## src/rtl/hap_pkg.sv

```systemverilog
// hap_pkg: shared opcodes, instruction field positions and sequencer states for the HAP front end.
package hap_pkg;
   localparam logic [4:0] OPC_CMP  = 5'b01000;
   localparam logic [4:0] OPC_BRT  = 5'b11000;
   localparam logic [4:0] OPC_JMP  = 5'b11001;
   localparam logic [4:0] OPC_HALT = 5'b11111;
   localparam int OPC_HI = 15;
   localparam int OPC_LO = 11;
   localparam int RD_HI  = 10;
   localparam int RD_LO  = 8;
   localparam int R1_HI  = 7;
   localparam int R1_LO  = 5;
   localparam int R2_HI  = 4;
   localparam int R2_LO  = 2;
   typedef enum logic [2:0] {IDLE, FETCH, DECODE, ISSUE, WAIT_CMP, HALT} state_e;
endpackage

```

## src/rtl/hap_instr_decode.sv

```systemverilog
// hap_instr_decode: combinational split of an instruction word into fields and class flags.
module hap_instr_decode #(
   parameter int PC_W = 8
) (
   input  logic [15:0]     ir_i,
   output logic [4:0]      opcode_o,
   output logic [2:0]      rd_o,
   output logic [2:0]      r1_o,
   output logic [2:0]      r2_o,
   output logic [PC_W-1:0] target_o,
   output logic            is_branch_o,
   output logic            is_jmp_o,
   output logic            is_halt_o,
   output logic            is_cmp_o
);
   import hap_pkg::*;
   assign opcode_o    = ir_i[OPC_HI:OPC_LO];
   assign rd_o        = ir_i[RD_HI:RD_LO];
   assign r1_o        = ir_i[R1_HI:R1_LO];
   assign r2_o        = ir_i[R2_HI:R2_LO];
   assign target_o    = ir_i[PC_W-1:0];
   assign is_branch_o = opcode_o == OPC_BRT;
   assign is_jmp_o    = opcode_o == OPC_JMP;
   assign is_halt_o   = opcode_o == OPC_HALT;
   assign is_cmp_o    = opcode_o == OPC_CMP;
endmodule

```

## src/rtl/hap_instr_sequencer.sv

```systemverilog
// hap_instr_sequencer: fetch/decode/issue FSM with pc, compare-flag tracking and conditional branches.
module hap_instr_sequencer
   import hap_pkg::*;
#(
   parameter int PC_W = 8
) (
   input  logic            Clk,
   input  logic            Rst_n,
   input  logic            run,
   output logic            imem_req,
   output logic [PC_W-1:0] imem_addr,
   input  logic            imem_valid,
   input  logic [15:0]     imem_data,
   output logic            issue_valid,
   input  logic            ex_ready,
   output logic [4:0]      opcode,
   output logic [2:0]      RD,
   output logic [2:0]      R1,
   output logic [2:0]      R2,
   input  logic            cmp_valid,
   input  logic            cmp_flag,
   output logic            halted
);
   state_e          state_q, state_d;
   logic [PC_W-1:0] pc_q, pc_d;
   logic [15:0]     ir_q, ir_d;
   logic            flag_q, flag_d, req_q, req_d, iv_q, iv_d, halted_q, halted_d;
   logic [4:0]      opc_q, opc_d;
   logic [2:0]      rd_q, rd_d, r1_q, r1_d, r2_q, r2_d;
   logic [4:0]      dec_opc;
   logic [2:0]      dec_rd, dec_r1, dec_r2;
   logic [PC_W-1:0] dec_target;
   logic            dec_is_branch, dec_is_jmp, dec_is_halt, dec_is_cmp;

   hap_instr_decode #(.PC_W(PC_W)) u_dec (
      .ir_i(ir_q), .opcode_o(dec_opc), .rd_o(dec_rd), .r1_o(dec_r1), .r2_o(dec_r2),
      .target_o(dec_target), .is_branch_o(dec_is_branch), .is_jmp_o(dec_is_jmp),
      .is_halt_o(dec_is_halt), .is_cmp_o(dec_is_cmp)
   );

   always_ff @(posedge Clk or negedge Rst_n) begin
      if (!Rst_n) begin
         state_q  <= IDLE;
         pc_q     <= '0;
         ir_q     <= '0;
         flag_q   <= 1'b0;
         req_q    <= 1'b0;
         iv_q     <= 1'b0;
         halted_q <= 1'b0;
         opc_q    <= '0;
         rd_q     <= '0;
         r1_q     <= '0;
         r2_q     <= '0;
      end else begin
         state_q  <= state_d;
         pc_q     <= pc_d;
         ir_q     <= ir_d;
         flag_q   <= flag_d;
         req_q    <= req_d;
         iv_q     <= iv_d;
         halted_q <= halted_d;
         opc_q    <= opc_d;
         rd_q     <= rd_d;
         r1_q     <= r1_d;
         r2_q     <= r2_d;
      end
   end

   always_comb begin
      state_d  = state_q;
      pc_d     = pc_q;
      ir_d     = ir_q;
      flag_d   = flag_q;
      req_d    = req_q;
      iv_d     = iv_q;
      halted_d = halted_q;
      opc_d    = opc_q;
      rd_d     = rd_q;
      r1_d     = r1_q;
      r2_d     = r2_q;
      case (state_q)
         IDLE: if (run) begin
            state_d = FETCH;
            req_d   = 1'b1;
         end
         FETCH: if (imem_valid) begin
            ir_d    = imem_data;
            req_d   = 1'b0;
            state_d = DECODE;
         end
         DECODE: if (dec_is_jmp || dec_is_branch) begin
            pc_d    = (dec_is_jmp || flag_q) ? dec_target : pc_q + 1'b1;
            req_d   = 1'b1;
            state_d = FETCH;
         end else if (dec_is_halt) begin
            halted_d = 1'b1;
            state_d  = HALT;
         end else begin
            opc_d   = dec_opc;
            rd_d    = dec_rd;
            r1_d    = dec_r1;
            r2_d    = dec_r2;
            iv_d    = 1'b1;
            state_d = ISSUE;
         end
         // ir_q still holds the issued word, so the decoder tells us whether to await a flag
         ISSUE: if (ex_ready) begin
            iv_d    = 1'b0;
            pc_d    = pc_q + 1'b1;
            req_d   = !dec_is_cmp;
            state_d = dec_is_cmp ? WAIT_CMP : FETCH;
         end
         WAIT_CMP: if (cmp_valid) begin
            flag_d  = cmp_flag;
            req_d   = 1'b1;
            state_d = FETCH;
         end
         default: ;
      endcase
   end

   assign imem_req    = req_q;
   assign imem_addr   = pc_q;
   assign issue_valid = iv_q;
   assign opcode      = opc_q;
   assign RD          = rd_q;
   assign R1          = r1_q;
   assign R2          = r2_q;
   assign halted      = halted_q;
endmodule

```

## config.mk

```make
export PLATFORM = sky130hd
export DESIGN_NAME = hap_instr_sequencer
export DESIGN_NICKNAME = d
export VERILOG_FILES = /design/src/rtl/hap_pkg.sv /design/src/rtl/hap_instr_decode.sv /design/src/rtl/hap_instr_sequencer.sv
export SDC_FILE = /design/constraint.sdc
export NUM_CORES = 1
export LEC_CHECK = 0
export CAP_MARGIN = 10
export CORE_ASPECT_RATIO = 1.25
export CORE_MARGIN = 10
export CORE_UTILIZATION = 35
export CTS_CLUSTER_SIZE = 10
export DETAILED_ROUTE_END_ITERATION = 8
export GPL_TIMING_DRIVEN = 0
export PLACE_DENSITY_LB_ADDON = 0.15
export REMOVE_ABC_BUFFERS = 1
export SYNTH_ARGS = -nofsm -noshare
export SYNTH_HDL_FRONTEND = slang
export SYNTH_SLANG_ARGS = --single-unit
```

## constraint.sdc

```tcl
create_clock -name Clk -period 2.4 [get_ports Clk]
set_input_delay 0.24 -clock Clk [delete_from_list [all_inputs] [get_ports Clk]]
set_output_delay 0.24 -clock Clk [all_outputs]
set_load 0.02 [all_outputs]
```

* Word-level counts from Yosys, hierarchy flattened
Cells that the tools add are included.
Widths: inputs -> output; s select.
** Storage, ports and cells
- Bits in registers :: 45
** Cells by class
- Add/sub/neg operators :: 1
- Equal/unequal tests :: 15
- Mux-type cells :: 22
- Bitwise logic cells :: 2
- Reduce and logical (&&, ||, !) cells :: 14
** Operators with widths (count)
- $mux 8 :: 3
- $mux 3 :: 7
- $pmux 8 s2 :: 1
- $eq 5x5->1 const B :: 3
- $pmux 3 s5 :: 1
- $ne 2x2->1 const B :: 7
- $reduce_and 3->1 :: 3
- $add 8x1->8 const B :: 1
- $mux 1 :: 8
- $eq 3x2->1 const B :: 2
- $reduce_and 6->1 :: 1
- $eq 5x4->1 const B :: 1
- $pmux 1 s5 :: 1
- $reduce_and 5->1 :: 1
- $reduce_bool 5->1 :: 1
- $reduce_and 2->1 :: 2
- $reduce_and 4->1 :: 1
- $eq 3x1->1 const B :: 1
- $eq 3x3->1 const B :: 1
- $logic_not 3->1 :: 1
- $logic_or 1x1->1 :: 2
- $not 1->1 :: 2
- $pmux 1 s2 :: 1
- $reduce_bool 2->1 :: 1
- $logic_not 1->1 :: 1

* Logic depth before layout (Yosys ltp)
Gate-level depths: netlist of run 1.
- Depth in word-level cells :: 5
- Depth in mapped cells :: 6

* Hierarchy
A second synthesis of run 1 with hierarchy kept.
** Second synthesis, totals
- Cells, all modules :: 199
- Area, all modules :: 2303.5 µm²
** Modules (own cells, without submodules)
- hap_instr_sequencer :: instances 1, cells each 170, area an instance 2084.5 µm², sequential area each 1126.1 µm²
- hap_instr_decode :: instances 1, cells each 29, area an instance 219.0 µm², sequential area each 0.0 µm²

* Least setup slack after synthesis of run 1
Ideal clock, no wire load.
- Path kind :: reg-to-reg
- Start point :: register ir_q[13]
- End point :: register r1_q[0] (netlist: R1[0])
- Arrival :: 1619 ps
- Required time :: 2275 ps
- Slack :: 656 ps
- Cell stages (with the launch flop) :: 5
- Path through :: dfrtp_1 and3_1 a2111oi_4 buf_6 mux2_4
** Between the ends
- Cells in the longest elaborated chain, start to end :: 4
- Elaborated cells on any way between the ends :: 7
** Ends and longest elaborated chain
- start: declaration :: line hap_instr_sequencer.sv:26 : logic [15:0] ir_q, ir_d;
- start signal: assignment :: line hap_instr_sequencer.sv:57 : ir_q <= ir_d;
- $eq 5x5->1 (on tied branches) :: line hap_instr_decode.sv:23, hap_instr_decode.sv:22
- $logic_or 1x1->1 :: line hap_instr_sequencer.sv:91 : DECODE: if (dec_is_jmp || dec_is_branch) begin
- $not 1->1 (no source line)
- $reduce_and 3->1 (no source line) (*)
- end signal: assignment :: line hap_instr_sequencer.sv:64 : r1_q <= r1_d;
- end: declaration :: line hap_instr_sequencer.sv:29 : logic [2:0] rd_q, rd_d, r1_q, r1_d, r2_q, r2_d;
Mark *: on every way between the ends. The rest lies on a longest branch, timed or not.
A chain may end at the register's enable or synchronous reset.

* Worst setup path after layout of run 1
- Start point :: register state_q[0]
- End point :: register ir_q[5]
** Between the ends
- Cells in the longest elaborated chain, start to end :: 2
** Ends and longest elaborated chain
- start: declaration :: line hap_instr_sequencer.sv:24 : state_e state_q, state_d;
- start signal: assignment :: line hap_instr_sequencer.sv:55 : state_q <= state_d;
- $eq 3x1->1 :: line hap_instr_sequencer.sv:81 : case (state_q)
- $reduce_and 2->1 (no source line)
No other way between the ends.

==> flow_metrics.env, run 1 <==
export IMPL_status="finished clean"
export IMPL_synthTopCellsByCount="45 x dfrtp_1, 21 x mux2_2, 10 x nand2_1"
export IMPL_initial_core_util=0.3662
export IMPL_netlist_area_sq_um=2145
export IMPL_portBuffers=47
export IMPL_yosysSeqAreaShare=0.5251
export IMPL_synth_cell_type_count=36
export IMPL_yosysMostFrequentCell="dfrtp_1"
export IMPL_vias=1576
export IMPL_crit_chain="nand2b_1 > nor2_2 > mux2_2"
export IMPL_syn_inst=177
export IMPL_h_tree_depth=2
export IMPL_wl_per_cell_microns=15.85
export IMPL_grt_pass1_vias=1726
export IMPL_placed_area_sq_um=2686
export IMPL_p_per_area_nw_per_um2=1305
export IMPL_critPathBufInv=0
export IMPL_yosys_area_top_type="dfrtp_1"
export IMPL_clock_fmax_ghz=0.4643
export IMPL_grt_max_degree=34
export IMPL_design_area_sq_um=2818
export IMPL_clock_skew_ns=0.005775
export IMPL_pwr_share_seq=0.403
export IMPL_drt_iter0_drc=64
export IMPL_post_route_util=0.4811
export IMPL_hpwl_mm=3.507
export IMPL_synthTopCellsByArea="dfrtp_1 53%, mux2_2 11%, mux2_4 4.2%, mux2i_1 3.7%, a211oi_1 2.1%"
export IMPL_slew_viol_final=0
export IMPL_die_area_sq_um=9678
export IMPL_ys_warn_count=0
export IMPL_gp_congestion=0.7800
export IMPL_setup_viol=0
export IMPL_drt_pre_antenna_iters=4
export IMPL_cp_slowest_cell="nor2_2"
export IMPL_die_h_microns=107.5
export IMPL_ant_nets=0
export IMPL_area_growth_pct=31.39
export IMPL_synth_top_area_frac=0.5251
export IMPL_crit_required_ns=2.57
export IMPL_async_flop_share=1.000
export IMPL_clock_sinks=45
export IMPL_core_sq_um=5857
export IMPL_ir_drop_mv=0.5618
export IMPL_cts_buffers=5
export IMPL_fin_crit_sh=0.8974
export IMPL_arrival_ns=2.33
export IMPL_p_comb_frac=0.473
export IMPL_synthFlopType="dfrtp_1"
export IMPL_antenna_found_initial=0
export IMPL_finalHoldViolCount=0
export IMPL_grt_pass1_wl_mm=8.424
export IMPL_synth_edff_count=0
export IMPL_n_antenna_cell=0
export IMPL_drc=0
export IMPL_min_period_ns=2.154
export IMPL_max_slew_worst_pin_slew_ns=0.9821
export IMPL_switching_share=0.3767
export IMPL_critPathTopFamily="simple AND/OR/NAND/NOR gates"
export IMPL_wl_mm=4.912
export IMPL_crit_path_end_kind="register"
export IMPL_power_leakage_nw=1.168
export IMPL_clkPwrFrac=0.125
export IMPL_slew_headroom=0.3446
export IMPL_dieWidth_microns=90.02
export IMPL_pin_count=48
export IMPL_cts_buffer_depth=2
export IMPL_min_path_type="input pin to asynchronous set/reset pin"
export IMPL_critical_path_class="register to register"
export IMPL_fin_nets=252
export IMPL_grt_usage=0.1045
export IMPL_rsz0062_at_grt="false"
export IMPL_cts_tree="done"
export IMPL_switchingPower_mw=1.386
export IMPL_place_inst=299
export IMPL_gr_total_overflow=0
export IMPL_via_per_inst=5.084
export IMPL_holdWs_ns=0.3706
export IMPL_clk_latency_ns=0.29
export IMPL_internal_power_mw=2.293
export IMPL_root_buffer="clkbuf_8"
export IMPL_worstPathMaxFanout=17
export IMPL_row_count=31
export IMPL_postSynthAreaPerCell_sq_um=12.12
export IMPL_cts_clk_slew_worst_paths_ns=0.08
export IMPL_drv_cap=0
export IMPL_start_kind="register"
export IMPL_max_stage_delay_ns=0.80
export IMPL_drive_gt1_frac=0.1930
export IMPL_synth_seq_cells=45
export IMPL_finalNonFillerCells=310
-- sequential cells by signal (all words and copies together) (netlist names) --
register,cells
ir_q,16
imem_addr,8
opcode,5
R1,3
R2,3
RD,3
state_q,3
flag_q,1
halted,1
imem_req,1
issue_valid,1
-- cell usage in the layout (no fill, tap or decap), drive strengths merged, types with 2 or more instances in the layout --
cell type / netlist / final
clkbuf: 2 / 7
o21ai: 8 / 8
nor3: 2 / 2
a211oi: 6 / 6
clkdlybuf4s50: 0 / 46
nand3: 6 / 6
a21oi: 8 / 8
or2: 2 / 2
o22a: 5 / 5
mux2: 27 / 27
nand2b: 5 / 5
nor2: 8 / 8
mux2i: 8 / 8
inv: 6 / 6
a2bb2oi: 5 / 5
buf: 6 / 5
dfrtp: 45 / 45
and3: 4 / 4
nand2: 10 / 10
-- power groups by stage --
stage | sequential (mW) | combinational, mW | clock (mW)
floorplan | 1.66 | 0.853 | 0
global route | 1.55 | 1.90 | 0.512
detailed placement | 1.49 | 1.74 | 0
finish | 1.48 | 1.74 | 0.458
global placement | 1.49 | 1.73 | 0
CTS | 1.48 | 1.77 | 0.482
-- stage by stage --
step	power [mW]	setup slack [ns]	TNS, ns
2_1_floorplan	2.509	0.2746	0
3_3_place_gp	3.217	-0.2611	-13.36
3_5_place_dp	3.237	-0.2637	-2.647
4_1_cts	3.738	0.2315	0
5_1_grt	3.958	0.06796	0
6_report	3.678	0.2462	0
-- worst paths after layout --
check                           slack [ns]        from      end  cells after the start
worst max-delay path                  0.25  state_q[0]  ir_q[5]                      3
worst min-delay path                  0.37       Rst_n  ir_q[0]                      2
worst max register to register        0.25  state_q[0]  ir_q[5]                      3
worst min register to register        0.48      halted   halted                      1
max in group asynchronous             1.55       Rst_n  ir_q[3]                      3
min in group Clk                      0.48      halted   halted                      1
-- cell type report --
cell class	instances	area, sq um
fillers	551	3039
clock buffers	7	86.33
multi-input cells	118	949.7
inverters	6	22.52
repair buffers	52	530.5
well taps	82	102.6
flip-flops and latches	45	1126
-- per-layer routing --
layer / share of wire / track usage / vias to the layer above
met5: 0 / 0 / -
met4: 0.0098 / 0.03189 / 0
met3: 0.059 / 0.03908 / 4
met2: 0.51 / 0.1830 / 33
met1: 0.42 / 0.1157 / 782
li1: - / - / 757
-- cell families after synthesis --
| family | count (synthesis) | synth area share |
|---|---|---|
| DFF | 45 | 0.5251 |
| and+or+nand+nor | 44 | 0.1132 |
| AOI/OAI and AO/OA | 38 | 0.1342 |
| buffers and inverters | 14 | 0.03209 |
| adders and majority gates | 1 | 0.005833 |
| muxes | 35 | 0.1896 |
-- timing repair --
| item | CTS | global route |
|---|---|---|
| endpoints found under the setup margin | 15 | 0 |
| setup buffers | 3 | 0 |
| hold buffers | 1 | 0 |
| resized for setup | 0 | 0 |
| endpoints found under the hold margin | 12 | 0 |
Power figures use the tool's default switching activity.
==> run 2, diff against run 1 <==
--- a/config.mk
+++ b/config.mk
@@ -7,7 +7,7 @@
 export LEC_CHECK = 0
 export CAP_MARGIN = 10
 export CORE_ASPECT_RATIO = 1.25
-export CORE_MARGIN = 10
+export CORE_MARGIN = 3
 export CORE_UTILIZATION = 35
 export CTS_CLUSTER_SIZE = 10
 export DETAILED_ROUTE_END_ITERATION = 8
==> flow_metrics.env, run 2 (same netlist as run 1, synthesis figures left out) <==
export IMPL_met2_usage=0.2322
export IMPL_critPathBufInv=0
export IMPL_row_count=31
export IMPL_vias=1538
export IMPL_h_tree_depth=2
export IMPL_p_per_area_nw_per_um2=1306
export IMPL_crit_required_ns=2.58
export IMPL_critPathTopFamily="simple AND/OR/NAND/NOR gates"
export IMPL_max_stage_delay_ns=0.81
export IMPL_r2r_slack_ns=0.24
export IMPL_busiest_layer="met2"
export IMPL_cp_depth=3
export IMPL_grt_pass1_wl_mm=8.107
export IMPL_max_slew_worst_pin_slew_ns=1.005
export IMPL_pin_count=48
export IMPL_gr_total_overflow=0
export IMPL_finalNonFillerCells=311
export IMPL_finalHoldViolCount=0
export IMPL_worstPathMaxFanout=17
export IMPL_use_met3=0.03468
export IMPL_cp_slowest_cell="nor2_2"
export IMPL_status="finished clean"
export IMPL_placed_area_sq_um=2686
export IMPL_power_leakage_nw=1.162
export IMPL_min_period_ns=2.161
export IMPL_antenna_found_initial=0
export IMPL_initial_core_util=0.3662
export IMPL_cts_clk_slew_worst_paths_ns=0.08
export IMPL_holdWs_ns=0.4007
export IMPL_place_inst=299
export IMPL_pre_cts_ws_ns=-0.2498
export IMPL_drive_gt1_frac=0.1921
export IMPL_rsz0062_at_grt="false"
export IMPL_cts_buffers=5
export IMPL_cts_tree="done"
export IMPL_crit_path_end_kind="register"
export IMPL_worst_r2r_startpoint="state_q[0]"
export IMPL_critical_path_class="register to register"
export IMPL_r2r_cells=3
export IMPL_setup_ws_ns=0.2386
export IMPL_drc=0
export IMPL_wl_mm=4.700
export IMPL_fillers=539
export IMPL_final_cell_mix="46 x clkdlybuf4s50_1, 45 x dfrtp_1, 21 x mux2_2"
export IMPL_largest_reg_flops=16
export IMPL_fin_nets=252
export IMPL_multiInputGateArea_sq_um=949.7
export IMPL_clock_fmax_ghz=0.4627
export IMPL_n_antenna_cell=0
export IMPL_drt_pre_antenna_iters=4
export IMPL_via_per_inst=4.945
export IMPL_seq_area_sq_um=1126
export IMPL_met1_usage=0.1847
export IMPL_die_h_microns=93.52
export IMPL_design_area_sq_um=2815
export IMPL_dieWidth_microns=76.02
export IMPL_area_growth_pct=31.27
export IMPL_grt_usage=0.1448
export IMPL_grt_max_degree=30
export IMPL_fin_crit_sh=0.9006
export IMPL_final_common_cell="clkdlybuf4s50_1"
export IMPL_finalSetupTns_ns=0
export IMPL_clk_latency_ns=0.30
export IMPL_arrival_ns=2.35
export IMPL_clock_sinks=45
export IMPL_start_kind="register"
export IMPL_regMostFlops="ir_q"
export IMPL_die_area_sq_um=7109
export IMPL_slew_headroom=0.3290
export IMPL_hpwl_mm=3.257
export IMPL_grt_pass1_vias=1587
export IMPL_rr_endpoint="ir_q[5]"
export IMPL_portBuffers=47
export IMPL_root_buffer="clkbuf_8"
export IMPL_setup_viol=0
export IMPL_ir_drop_mv=0.5289
export IMPL_cts_buffer_depth=2
export IMPL_drt_iter0_drc=59
export IMPL_wl_per_cell_microns=15.11
export IMPL_ant_nets=0
export IMPL_clock_skew_ns=0.009106
export IMPL_crit_chain="nand2b_1 > nor2_2 > mux2_2"
export IMPL_drv_cap=0
export IMPL_core_sq_um=5857
export IMPL_min_path_type="input pin to asynchronous set/reset pin"
export IMPL_slew_viol_final=0
export IMPL_gp_congestion=0.7741
[run 2: changes by cell type in the layout (fill, tap and decap cells not counted), sizes merged]
cell | before | now
clkinvlp | 0 | 1
[run 2: repair_timing]
action	4_1_cts	5_1_grt
setup buffers	3	0
hold buffers	1	0
resized for setup	0	0
endpoints found under the setup margin	15	0
hold endpoints to repair	16	0
[run 2: cell type report]
type / count / area share
flip-flops and latches: 45 / 0.4000
multi-input cells: 118 / 0.3373
repair buffers: 52 / 0.1884
well taps: 82 / 0.03644
clock buffers: 7 / 0.02711
inverters: 6 / 0.008000
clock inverters: 1 / 0.002667
[run 2: metal layers]
layer  wire, microns  share of wire
met2            2253           0.48
met1            2093           0.45
met4             127          0.027
met5               0              0
met3             225          0.048
[run 2: power breakdown]
part | switching (mW) | leakage, nW | internal [mW]
registers | 0.351 | 0.540 | 1.13
logic | 0.798 | 0.584 | 0.933
clock network | 0.256 | 0.0385 | 0.206
[run 2: worst register-to-register path: stages (launching register included)]
cell and delay [ns]:
dfrtp_1 0.62, nand2b_1 0.19, nor2_2 0.81, mux2_2 0.42
[run 2: worst max path at each step]
stage,start,to,slack [ns]
after floorplan,state_q[2],R1[2],0.27
after CTS,state_q[0],ir_q[0],0.23
after detailed placement,state_q[2],R2[2],-0.25
final,state_q[0],ir_q[5],0.24
after global placement,state_q[2],R2[1],-0.25
after global routing,state_q[0],ir_q[1],0.06
[run 2: stage by stage]
step / util / power [mW]
floorplan: - / 2.509
finish: 0.4807 / 3.676
global placement: 0.4561 / 3.200
global route: 0.4807 / 3.954
CTS: 0.4807 / 3.726
detailed placement: 0.4587 / 3.224
==> run 3, diff against run 2 <==
--- a/config.mk
+++ b/config.mk
@@ -9,11 +9,13 @@
 export CORE_ASPECT_RATIO = 1.25
 export CORE_MARGIN = 3
 export CORE_UTILIZATION = 35
+export CTS_BUF_LIST = sky130_fd_sc_hd__clkbuf_4
 export CTS_CLUSTER_SIZE = 10
 export DETAILED_ROUTE_END_ITERATION = 8
 export GPL_TIMING_DRIVEN = 0
 export PLACE_DENSITY_LB_ADDON = 0.15
 export REMOVE_ABC_BUFFERS = 1
+export SETUP_SLACK_MARGIN = 0.3
 export SYNTH_ARGS = -nofsm -noshare
 export SYNTH_HDL_FRONTEND = slang
 export SYNTH_SLANG_ARGS = --single-unit
==> flow_metrics.env, run 3 (same netlist as run 1, synthesis figures left out) <==
export IMPL_status="finished clean"
export IMPL_setup_ws_ns=0.4671
export IMPL_core_sq_um=5857
export IMPL_cts_buffers=5
export IMPL_cts_buffer_depth=2
export IMPL_drt_iter0_drc=65
export IMPL_cp_endpoint="ir_q[5]"
export IMPL_design_area_sq_um=2819
export IMPL_worstPathMaxFanout=17
export IMPL_setup_viol=0
export IMPL_drv_cap=0
export IMPL_placed_area_sq_um=2686
export IMPL_finalHoldViolCount=0
export IMPL_drt_pre_antenna_iters=4
export IMPL_grt_usage=0.1454
export IMPL_pre_cts_ws_ns=-0.2498
export IMPL_clock_fmax_ghz=0.5174
export IMPL_dieWidth_microns=76.02
export IMPL_fin_crit_sh=0.8054
export IMPL_switching_share=0.3900
export IMPL_finalNonFillerCells=311
export IMPL_drc=0
export IMPL_ir_drop_mv=0.4720
export IMPL_critical_path_class="register to register"
export IMPL_clock_sinks=45
export IMPL_vias=1556
export IMPL_n_antenna_cell=0
export IMPL_fin_nets=252
export IMPL_crit_path_end_kind="register"
export IMPL_max_stage_delay_ns=0.65
export IMPL_antenna_found_initial=0
export IMPL_p_comb_frac=0.486
export IMPL_slew_headroom=0.5603
export IMPL_root_buffer="clkbuf_4"
export IMPL_ant_nets=0
export IMPL_holdWs_ns=0.3240
export IMPL_fillers=545
export IMPL_min_period_ns=1.933
export IMPL_arrival_ns=2.19
export IMPL_drive_gt1_frac=0.2096
export IMPL_crit_chain="nand2b_1 > nor2_4 > mux2_2"
export IMPL_min_path_type="input pin to asynchronous set/reset pin"
export IMPL_place_inst=299
export IMPL_post_route_util=0.4813
export IMPL_rr_endpoint="ir_q[5]"
export IMPL_initial_core_util=0.3662
export IMPL_cts_tree="done"
export IMPL_crit_required_ns=2.66
export IMPL_die_h_microns=93.52
export IMPL_clock_skew_ns=0.01324
export IMPL_crit_start="state_q[0]"
export IMPL_clkPwrFrac=0.105
export IMPL_worst_r2r_startpoint="state_q[0]"
export IMPL_gr_total_overflow=0
export IMPL_max_slew_worst_pin_slew_ns=0.6468
export IMPL_internal_power_mw=2.221
export IMPL_row_count=31
export IMPL_pin_count=48
export IMPL_r2r_slack_ns=0.47
export IMPL_r2r_cells=3
export IMPL_largest_reg_flops=16
export IMPL_via_per_inst=5.003
export IMPL_hpwl_mm=3.257
export IMPL_grt_pass1_vias=1587
export IMPL_p_per_area_nw_per_um2=1292
export IMPL_portBuffers=47
export IMPL_pwr_share_seq=0.408
export IMPL_p_total_mw=3.641
export IMPL_wl_mm=4.686
export IMPL_h_tree_depth=2
export IMPL_final_common_cell="clkdlybuf4s50_1"
export IMPL_start_kind="register"
export IMPL_die_area_sq_um=7109
export IMPL_switchingPower_mw=1.420
export IMPL_wl_per_cell_microns=15.07
export IMPL_gp_congestion=0.7741
export IMPL_grt_pass1_wl_mm=8.128
export IMPL_regMostFlops="ir_q"
export IMPL_grt_max_degree=30
export IMPL_cp_slowest_cell="dfrtp_1"
export IMPL_clk_latency_ns=0.37
export IMPL_cts_clk_slew_worst_paths_ns=0.13
export IMPL_final_cell_mix="46 x clkdlybuf4s50_1, 45 x dfrtp_1, 21 x mux2_2"
export IMPL_finalSetupTns_ns=0
export IMPL_rsz0062_at_grt="true"
export IMPL_power_leakage_nw=1.159
export IMPL_slew_viol_final=0
export IMPL_area_growth_pct=31.45
## run 3: cell counts in the layout (fill, tap and decap cells not counted)
Identical to the previous run, type by type.
## run 3: final cells by class
type	count	area (sq um)	area share
clock buffers	7	52.55	0.01864
multi-input cells	118	977.2	0.3466
repair buffers	52	530.5	0.1882
clock inverters	1	7.507	0.002663
well taps	82	102.6	0.03640
flip-flops and latches	45	1126	0.3995
inverters	6	22.52	0.007989
## run 3: power by group through the flow
stage	sequential, mW	clock, mW	combinational, mW
floorplan	1.66	0	0.853
global placement	1.50	0	1.70
detailed placement	1.50	0	1.73
CTS	1.49	0.404	1.76
global route	1.56	0.436	1.92
finish	1.49	0.384	1.77
## run 3: worst min path at each step
stage | end | depth (start not counted) | slack [ns] | from
after global routing | R1[0] | 2 | 0.33 | Rst_n
after floorplan | R1[0] | 0 | -0.06 | Rst_n
after global placement | halted | 1 | 0.46 | halted
after CTS | ir_q[1] | 2 | 0.33 | Rst_n
after detailed placement | ir_q[0] | 1 | 0.19 | Rst_n
final | imem_addr[1] | 2 | 0.32 | Rst_n
## run 3: per-layer routing
layer | global-route usage | up-vias | part of all wire
met5 | 0 | - | 0
met4 | 0.06193 | 0 | 0.024
met3 | 0.03757 | 12 | 0.050
met2 | 0.2367 | 44 | 0.49
met1 | 0.1841 | 747 | 0.44
li1 | - | 753 | -
## run 3: timing repair
item	CTS	global route
pin swaps	1	0
gates resized for setup	2	3
buffers inserted	3	0
gates cloned	0	0
hold endpoints to repair	16	0
endpoints found under the setup margin	30	11
hold buffers	1	0
## run 3: critical path, delay by kind of cell (launching register included)
family	cells	cell delay [ns]
flip-flops	1	0.65
multiplexers	1	0.40
AND/OR/NAND/NOR	2	0.78
